--- src/rtl/multigathering_serializer.sv ---
// Serializes a 16-line parallel snapshot onto serOut as a framed burst, driving PB/LB group/line selects per bit.
// Optional even-parity bit after the data bits: define MULTIGATHER_PARITY_EN.
module multigathering_serializer #(
  parameter int          GAP_CYCLES   = 2,
  parameter logic [15:0] MASK_DEFAULT = 16'h0000
) (
  input  logic        clk,
  input  logic        rst,
  input  logic        start,
  input  logic        stall,
  input  logic [0:15] W,
  input  logic        mask_wr,
  input  logic [15:0] mask_in,
  output logic        serOut,
  output logic [3:0]  PB,
  output logic [1:0]  LB,
  output logic        busy,
  output logic        done
);

  // state   | meaning
  // S_IDLE  | waiting for start; mask writable
  // S_START | start bit on serOut
  // S_DATA  | snap[idx] on serOut, PB/LB select line idx
  // S_PAR   | even parity over sent bits (parity build only)
  // S_GAP   | forced idle spacing before next frame
`ifdef MULTIGATHER_PARITY_EN
  typedef enum logic [2:0] {S_IDLE, S_START, S_DATA, S_PAR, S_GAP} state_t;
`else
  typedef enum logic [2:0] {S_IDLE, S_START, S_DATA, S_GAP} state_t;
`endif

  state_t      st, st_n;
  logic [15:0] mask, mask_n;
  logic [15:0] snap, snap_n;
  logic [3:0]  idx, idx_n;
  logic [3:0]  gcnt, gcnt_n;
  logic        ser_n, busy_n, done_n;
  logic [3:0]  pb_n;
  logic [1:0]  lb_n;
  logic        fin_data, fin_frame;
  logic [4:0]  first, nxt;

  // Lowest unmasked index >= lo; MSB flags whether one exists.
  function automatic logic [4:0] scan(input logic [15:0] m, input logic [4:0] lo);
    logic [4:0] r;
    r = '0;
    for (int i = 15; i >= 0; i--) begin
      if (i >= int'(lo) && !m[i]) r = {1'b1, 4'(i)};
    end
    return r;
  endfunction

  assign first = scan(mask, 5'd0);
  assign nxt   = scan(mask, {1'b0, idx} + 5'd1);

  always_ff @(posedge clk) begin
    if (rst) begin
      st     <= S_IDLE;
      mask   <= MASK_DEFAULT;
      snap   <= '0;
      idx    <= '0;
      gcnt   <= '0;
      serOut <= 1'b0;
      PB     <= '0;
      LB     <= '0;
      busy   <= 1'b0;
      done   <= 1'b0;
    end else if (!stall) begin
      st     <= st_n;
      mask   <= mask_n;
      snap   <= snap_n;
      idx    <= idx_n;
      gcnt   <= gcnt_n;
      serOut <= ser_n;
      PB     <= pb_n;
      LB     <= lb_n;
      busy   <= busy_n;
      done   <= done_n;
    end
  end

  always_comb begin
    st_n      = st;
    mask_n    = mask;
    snap_n    = snap;
    idx_n     = idx;
    gcnt_n    = gcnt;
    ser_n     = 1'b0;
    pb_n      = '0;
    lb_n      = '0;
    busy_n    = 1'b0;
    done_n    = 1'b0;
    fin_data  = 1'b0;
    fin_frame = 1'b0;

    case (st)
      S_IDLE: begin
        if (mask_wr) mask_n = mask_in;
        if (start) begin
          for (int i = 0; i < 16; i++) snap_n[i] = W[i];
          st_n   = S_START;
          ser_n  = 1'b1;
          busy_n = 1'b1;
        end
      end
      S_START: begin
        if (first[4]) begin
          st_n   = S_DATA;
          idx_n  = first[3:0];
          ser_n  = snap[first[3:0]];
          pb_n   = 4'b0001 << first[3:2];
          lb_n   = first[1:0];
          busy_n = 1'b1;
        end else begin
          fin_data = 1'b1;
        end
      end
      S_DATA: begin
        if (nxt[4]) begin
          idx_n  = nxt[3:0];
          ser_n  = snap[nxt[3:0]];
          pb_n   = 4'b0001 << nxt[3:2];
          lb_n   = nxt[1:0];
          busy_n = 1'b1;
        end else begin
          fin_data = 1'b1;
        end
      end
`ifdef MULTIGATHER_PARITY_EN
      S_PAR: fin_frame = 1'b1;
`endif
      S_GAP: begin
        if (gcnt == 4'd0) begin
          st_n = S_IDLE;
        end else begin
          gcnt_n = gcnt - 4'd1;
          busy_n = 1'b1;
        end
      end
      default: st_n = S_IDLE;
    endcase

`ifdef MULTIGATHER_PARITY_EN
    if (fin_data) begin
      st_n   = S_PAR;
      ser_n  = ^(snap & ~mask);
      busy_n = 1'b1;
    end
`else
    if (fin_data) fin_frame = 1'b1;
`endif

    // done rides on the first cycle after the last frame bit
    if (fin_frame) begin
      done_n = 1'b1;
      if (GAP_CYCLES == 0) begin
        st_n   = S_IDLE;
        busy_n = 1'b0;
      end else begin
        st_n   = S_GAP;
        busy_n = 1'b1;
        gcnt_n = 4'(GAP_CYCLES - 1);
      end
    end
  end

endmodule

--- config.mk ---
export PLATFORM = sky130hd
export DESIGN_NAME = multigathering_serializer
export DESIGN_NICKNAME = d
export VERILOG_FILES = /design/src/rtl/multigathering_serializer.sv
export SDC_FILE = /design/constraint.sdc
export NUM_CORES = 1
export LEC_CHECK = 0
export CAP_MARGIN = 20
export CORE_MARGIN = 2
export CORE_UTILIZATION = 45
export CTS_CLUSTER_DIAMETER = 30
export DETAILED_ROUTE_END_ITERATION = 16
export PLACE_DENSITY = 0.74
export SKIP_LAST_GASP = 1
export SYNTH_ARGS = -nofsm -noshare
export SYNTH_HDL_FRONTEND = slang
export SYNTH_SLANG_ARGS = --single-unit
--- constraint.sdc ---
create_clock -name clk -period 5.2 [get_ports clk]
set_input_delay 1.56 -clock clk [delete_from_list [all_inputs] [get_ports clk]]
set_output_delay 1.56 -clock clk [all_outputs]
set_load 0.03 [all_outputs]
; Word-level counts from Yosys, hierarchy flattened
; Index checks and enable logic that the tools add are counted.
[totals]
regBits = 52
input_bits = 37
out_inout_bits = 9
word_cells = 151
[classes]
n_addsub = 2
n_lt_le_gt_ge = 18
eq_ne = 10
n_shift = 2
n_mux = 67
n_bitwise = 1
reduce_logical = 41
[ops]
columns = cell, count
row1 = $mux W5, 32
row2 = $ge A4 B5 Y1 const A, 8
row3 = $mux W4, 7
row4 = $ge A3 B5 Y1 const A, 4
row5 = $logic_and A1 B1 Y1, 16
row6 = $logic_not A1 Y1, 16
row7 = $pmux W4 S2, 2
row8 = $mux W1, 13
row9 = $mux W3, 4
row10 = $pmux W3 S4, 1
row11 = $ge A1 B5 Y1 const A, 2
row12 = $ge A2 B5 Y1 const A, 2
row13 = $lt A4 B5 Y1 const B, 2
row14 = $ne A3 B3 Y1 const B, 3
row15 = $reduce_and A3 Y1, 3
row16 = $bmux W1 S4, 2
row17 = $ne A2 B2 Y1 const B, 4
row18 = $shl A1 B2 Y4 const A, 2
row19 = $eq A3 B2 Y1 const B, 2
row20 = $add A4 B1 Y5 const B, 1
row21 = $reduce_and A5 Y1, 1
row22 = $logic_not A4 Y1, 1
row23 = $mux W2, 2
row24 = $pmux W1 S4, 1
row25 = other kinds (9), 10

; Longest topological paths before layout
; Gate-level depths: netlist of run 1.
[logic_depth]
ltp_word = 24
ltp_mapped = 14
depth_no_buf = 12

; Worst setup path before layout of run 1
; Ideal clock, no wire load.
[synth_path]
path_type = reg2reg
from = register idx[0]
to = register serOut
setup_ps = 116
arrival_time_ps = 2801
t_required_ps = 5084
slack_ps = 2282
path_stages_with_launch = 15
path_buffers = 2
synth_period_minus_slack_ps = 2918
cell_sequence = dfxtp_1 > buf_2 > inv_1 > ha_1 > buf_2 > nor2b_1 > nand3b_1 > a311oi_1 > nand3b_1 > o41ai_2 > and2b_1 > a21oi_1 > mux2i_1 > o31ai_1 > a41o_1
[synth_via]
elab_chain_cells = 23
word_cells_on_any_way = 53
classes_between = add/sub (1) / order compare (16) / mux (20) / reduce/logical (16)
[synth_lines]
columns = item, line_no
row1 = "start, declared", 36  ; logic [3:0] idx, idx_n;
row2 = "start signal, assigned", 73  ; idx <= idx_n;
row3 = $add A4 B1 Y5 *, 55  ; assign nxt = scan(mask, {1'b0, idx} + 5'd1);
row4 = $ge A4 B5 Y1, 49  ; if (i >= int'(lo) && !m[i]) r = {1'b1, 4'(i)};
row5 = $logic_and A1 B1 Y1, 49
row6 = $mux W5 (15 in a row), 49
row7 = $mux W5 *, 49
row8 = $bmux W1 S4, 122  ; ser_n = snap[nxt[3:0]];
row9 = $mux W1 (implied by the code), 122
row10 = $mux W1 *, 120  ; if (nxt[4]) begin
row11 = $pmux W1 S3 *, 97  ; case (st)
row12 = "end signal, assigned", 75  ; serOut <= ser_n;
row13 = "end, declared", 14  ; output logic serOut,
; Mark *: on every way between the ends. The rest lies on a longest branch, timed or not. The select of a mux whose other input is x is not followed.
; A chain may end at the register's enable or synchronous reset.

; Worst setup path after layout of run 1
; Ends and elaborated chain as after synthesis.

==> impl_metrics.json, run 1 <==
{
  "p_leak_uw": 0.00146,
  "startpoint_type": "flop",
  "finalHoldViolCount": 0,
  "antenna_found_initial": 0,
  "core_um2": 7610,
  "vdd_drop_max_mv": 0.126,
  "post_cts_resized": 0,
  "busiest_layer": "met2",
  "layout_common_cells": "nand2_1 (96), dfxtp_1 (51), a21oi_1 (50), clkdlybuf4s50_1 (45), nor2_1 (34)",
  "avgSynthCellArea_um2": 7.42,
  "grt_util_met2_pct": 37.6,
  "fp.dieArea_um2": 8490,
  "finClkSkew_ps": 9.59,
  "dpl.hpwl_um": 7080,
  "crit_fanout": 22,
  "synth_edf_count": 0,
  "clk_latency_ps": 310,
  "crit_arrival_ps": 3960,
  "grt_use_total_pct": 22.2,
  "drive_above_1_share_pct": 6.19,
  "grt_use_met1_pct": 29.5,
  "crit_required_ps": 5420,
  "slew_viol_final": 0,
  "utilization_pct": 53.5,
  "dp_cells": 595,
  "yosysUniqueCellTypes": 75,
  "h-tree-depth": 2,
  "fmax_mhz": 268,
  "use_met3_pct": 2.71,
  "drc": 0,
  "drt_iter0_markers": 279,
  "cts-buffers-inserted": 5,
  "grt_pass1_wl_um": 15300,
  "gp_congestion": 0.973,
  "rsz0062_at_grt": "false",
  "grt-ovfl-total": 0,
  "synthArstFlopShare_pct": 0,
  "stdcell_count": 603,
  "cts_tree": "done",
  "antennaDiodeCount": 0,
  "synth_ff_type": "dfxtp_1",
  "clockRootBuffer": "clkbuf_8",
  "slew_headroom_pct": 39.8,
  "start_util_pct": 46.0,
  "min_path_type": "flop to flop",
  "synth_warnings": 0,
  "syn_nets": 518,
  "post_cts_buffers": 0,
  "die_y_um": 92.1,
  "fin_crit_sh_pct": 71.8,
  "wirelength_um": 9120,
  "num_vias": 3444,
  "placement.io_buffers": 45,
  "post-route-min-period_ps": 3740,
  "nets": 547,
  "clk_pin_slew_ps": 100,
  "grt_max_degree": 51,
  "maxCapViolCount": 0,
  "routedWlPerCell_um": 15.1,
  "worst_pin_slew_ps": 898,
  "postSynthCellCount": 471,
  "die_w_um": 92.1,
  "synth-seq-area-share_pct": 29.2,
  "grt_pass1_vias": 3193,
  "end_kind": "flop",
  "ys_ff_latch": 51,
  "setup_tns_ps": 0,
  "run_status": "completed",
  "setup_viol": 0,
  "path_class": "flop to flop",
  "layout_commonest_cell": "nand2_1",
  "pin_count": 46,
  "ctsHoldBuffers": 0,
  "num_rows": 32,
  "postRouteAntennaNets": 0,
  "netlist_area_um2": 3500,
  "area_growth_pct": 16.4,
  "cts_buffer_depth": 2,
  "p_per_area_nw_per_um2": 216,
  "clock-sinks": 51,
  "first_pass_iters": 5,
  "p_total_uw": 881,
  "vias_per_cell": 5.71
}
synth_stat cells, drive strengths merged (3+ instances only):
cell type,number,area (um^2)
o21a,5,37.5
a211oi,5,42.5
nor3b,4,30.0
nor2,34,128
inv,25,93.8
o21bai,3,26.3
nor3,10,55.1
buf,8,53.8
clkbuf,17,63.8
mux2,4,45.0
nand3,10,50.1
a21boi,6,45.1
nor2b,9,56.3
a311oi,5,43.8
o22ai,4,25.0
a22oi,6,45.0
o21ai,21,105
nand2b,6,45.0
mux2i,12,120
a21oi,51,267
nand4,4,25.0
nor4,3,18.8
nand2,96,360
dfxtp,51,1020
and3,4,25.0
ha,10,125
a41oi,3,33.8
a31oi,6,37.5
path summary, 6_finish.rpt:
check / to / slack (ps) / start / cells past startpoint
min: done / 470 / done / 2
min reg2reg: done / 470 / done / 2
max reg2reg: serOut / 1460 / idx[0] / 11
max: serOut / 1460 / idx[0] / 11
worst max-delay path, cell delays in order, from the launching register on:
cell and delay (ps):
dfxtp_1 570, ha_1 680, and4bb_4 330, o311a_1 370
a311oi_1 320, nand3b_1 190, o41ai_2 490, and2b_1 180
a21oi_1 40, mux2i_1 140, o31ai_1 80, a41o_1 230
power by group:
part           switching, uW  internal, uW
Clock                    145          99.0
Combinational            116          86.1
Sequential              24.6           410
Total                    286           595
stage by stage:
stage          worst slack (ps)  area, um^2  hold slack (ps)
6_report                   1460        4070              471
2_1_floorplan              2280        3500              442
3_5_place_dp               1380        3970              462
5_1_grt                    1220        4070              505
4_1_cts                    1530        4070              478
3_3_place_gp               1420        3970              454
routing by layer:
layer | part of all wire, % | vias to the layer above
met5 | 0 | -
met4 | 2.2 | 0
li1 | - | 1742
met2 | 47 | 91
met3 | 3.7 | 15
met1 | 47 | 1596
cells by family (layout without fill, tap and decap cells):
logic type,after synthesis,count (layout),share of synthesized area (%)
DFF,51,51,29.2
adders and majority gates,10,10,3.58
muxes,16,16,4.72
and+or+nand+nor,199,199,27.5
xor gates and xnor gates,3,3,0.967
AOI/OAI and AO/OA,142,142,28.0
buffers and inverters,50,80,6.05
area by class of cell:
cell class / instances / area, um^2
well taps: 102 / 128
repair buffers: 47 / 465
multi-input cells: 370 / 2260
flip-flops and latches: 51 / 1020
fillers: 767 / 3540
clock inverters: 3 / 27.5
inverters: 25 / 93.8
clock buffers: 5 / 68.8
flip-flops by register name, summed over array words and instances (netlist names):
register  cells
gcnt          4
serOut        1
done          1
idx           4
LB            2
mask         16
busy          1
PB            4
st            2
snap         16
Power figures use the tool's default switching activity.
==> run 2: changes to the inputs <==
==> constraint.sdc (replaced) <==
create_clock -name clk -period 3.5 [get_ports clk]
set_input_delay 1.05 -clock clk [delete_from_list [all_inputs] [get_ports clk]]
set_output_delay 1.05 -clock clk [all_outputs]
set_load 0.03 [all_outputs]
==> run 2 against run 1 <==
Die area unchanged; global-route usage about the same; non-clock buffer count increased by 14; largest cell class unchanged; fmax rose by 15%; clock power grew 84%; cell count rose by 2.3%; design area up 3.2%; sequential cell count did not move; hold slack better by 1.3 ps; highest routed layer unchanged; largest power group unchanged; combinational power up 56%.
==> impl_metrics.json, run 2 (synthesized netlist as in run 1, its figures left out) <==
{
  "grt_use_total_pct": 22.2,
  "p_clk_share_pct": 31.9,
  "top_regs": "mask x16, snap x16",
  "h-tree-depth": 2,
  "first_pass_iters": 5,
  "startpoint_type": "flop",
  "netSwitchingPower_uw": 422,
  "clockRootBuffer": "clkbuf_8",
  "seq_power_share_pct": 45.6,
  "drc": 0,
  "antenna_found_initial": 0,
  "p_int_uw": 983,
  "clock-sinks": 51,
  "wirelength_um": 9250,
  "utilization_pct": 55.2,
  "area_growth_pct": 20.1,
  "cpMaxStageDelayCell": "dfxtp_1",
  "crit_fanout": 14,
  "core_um2": 7610,
  "layout_commonest_cell": "nand2_1",
  "grt-ovfl-total": 0,
  "num_vias": 3558,
  "p_per_area_nw_per_um2": 335,
  "p_leak_uw": 0.00155,
  "post_cts_buffers": 0,
  "gp_congestion": 0.965,
  "vias_per_cell": 5.77,
  "pin_count": 46,
  "timing.hold.ws_ps": 473,
  "nets": 561,
  "crit_required_ps": 3720,
  "path_cells": "ha_1, buf_4, nand4b_1, nor3_1, nor4_1, o21ai_0, a211oi_2, o21bai_2, nand2_1, mux2i_1, nand3_1, a41o_1",
  "rsz0062_at_grt": "false",
  "post-route-min-period_ps": 3250,
  "layout_common_cells": "nand2_1 (96), dfxtp_1 (51), a21oi_1 (50), clkdlybuf4s50_1 (45), nor2_1 (34)",
  "setup_tns_ps": 0,
  "end_kind": "flop",
  "maxCapViolCount": 0,
  "grt_pass1_wl_um": 15400,
  "crit_arrival_ps": 3480,
  "min_path_type": "flop to flop",
  "worst_pin_slew_ps": 751,
  "dpl.hpwl_um": 7040,
  "cts-buffers-inserted": 5,
  "fin_crit_sh_pct": 93.0,
  "slew_headroom_pct": 49.3,
  "path_class": "flop to flop",
  "cts_buffer_depth": 2,
  "postRouteAntennaNets": 0,
  "clk_latency_ps": 320,
  "clk_pin_slew_ps": 100,
  "swShare_pct": 30.0,
  "fp.dieArea_um2": 8490,
  "drt_iter0_markers": 322,
  "finalHoldViolCount": 0,
  "start_util_pct": 46.0,
  "critical_path.max_stage_delay_ps": 490,
  "cts_tree": "done",
  "slew_viol_final": 0,
  "vdd_drop_max_mv": 0.185,
  "fmax_mhz": 307,
  "setup_viol": 0,
  "comb_power_share_pct": 22.5,
  "grt_pass1_vias": 3231,
  "drive_above_1_share_pct": 8.74,
  "placement.io_buffers": 45,
  "run_status": "completed",
  "num_rows": 32,
  "ctsHoldBuffers": 0,
  "finClkSkew_ps": 9.69,
  "post_cts_resized": 0,
  "routedWlPerCell_um": 15.0,
  "die_w_um": 92.1,
  "die_y_um": 92.1,
  "grt_max_degree": 51,
  "antennaDiodeCount": 0
}
[run 2: cell types whose count changed in the layout (fill, tap and decap cells not counted)]
cell	delta
buf_4	+14
clkinv_4	-1
clkbuf_8	+1
clkinvlp_4	-1
inv_8	-1
bufinv_16	+1
inv_6	+1
[run 2: cell type report]
class	count	area, um^2
clock buffers	6	82.6
clock inverters	2	38.8
fillers	738	3410
inverters	25	93.8
multi-input cells	370	2260
flip-flops and latches	51	1020
well taps	102	128
repair buffers	61	571
[run 2: power by group through the flow]
stage          clock, uW  sequential [uW]  combinational (uW)
6_report             448              641                 316
3_5_place_dp           0              654                 311
5_1_grt              476              646                 347
4_1_cts              451              640                 312
2_1_floorplan          0              649                 203
3_3_place_gp           0              653                 307
[run 2: path summary, 6_finish.rpt]
path	from	end	slack, ps	depth (start not counted)
worst min register to register	snap[11]	snap[11]	470	2
worst min-delay path	snap[11]	snap[11]	470	2
worst max-delay path	idx[1]	serOut	250	12
worst max register to register	idx[1]	serOut	250	12
[run 2: metal layers]
layer  vias to the layer above  GRT usage [%]  share of wire, %
li1                       1766              -                 -
met1                      1621           30.1                46
met2                       151           36.3                46
met3                        20           3.04               5.7
met4                         0           7.46               2.3
met5                         -              0                 0
[run 2: critical path, delay by kind of cell (launching register included)]
family / cells / cell delay [ps]
AND/OR/NAND/NOR: 5 / 1050
flip-flops: 1 / 490
buffers and inverters: 1 / 220
multiplexers: 1 / 210
AO/OA/AOI/OAI: 4 / 930
adder cells (fa/ha/maj): 1 / 260
[run 2: stage by stage]
stage / instances / total power, uW / setup WS, ps / area, um^2
global placement: 609 / 959 / 383 / 4080
global route: 617 / 1470 / 36.8 / 4200
CTS: 617 / 1400 / 302 / 4200
finish: 617 / 1400 / 246 / 4200
detailed placement: 609 / 965 / 302 / 4080
floorplan: 471 / 852 / 582 / 3500
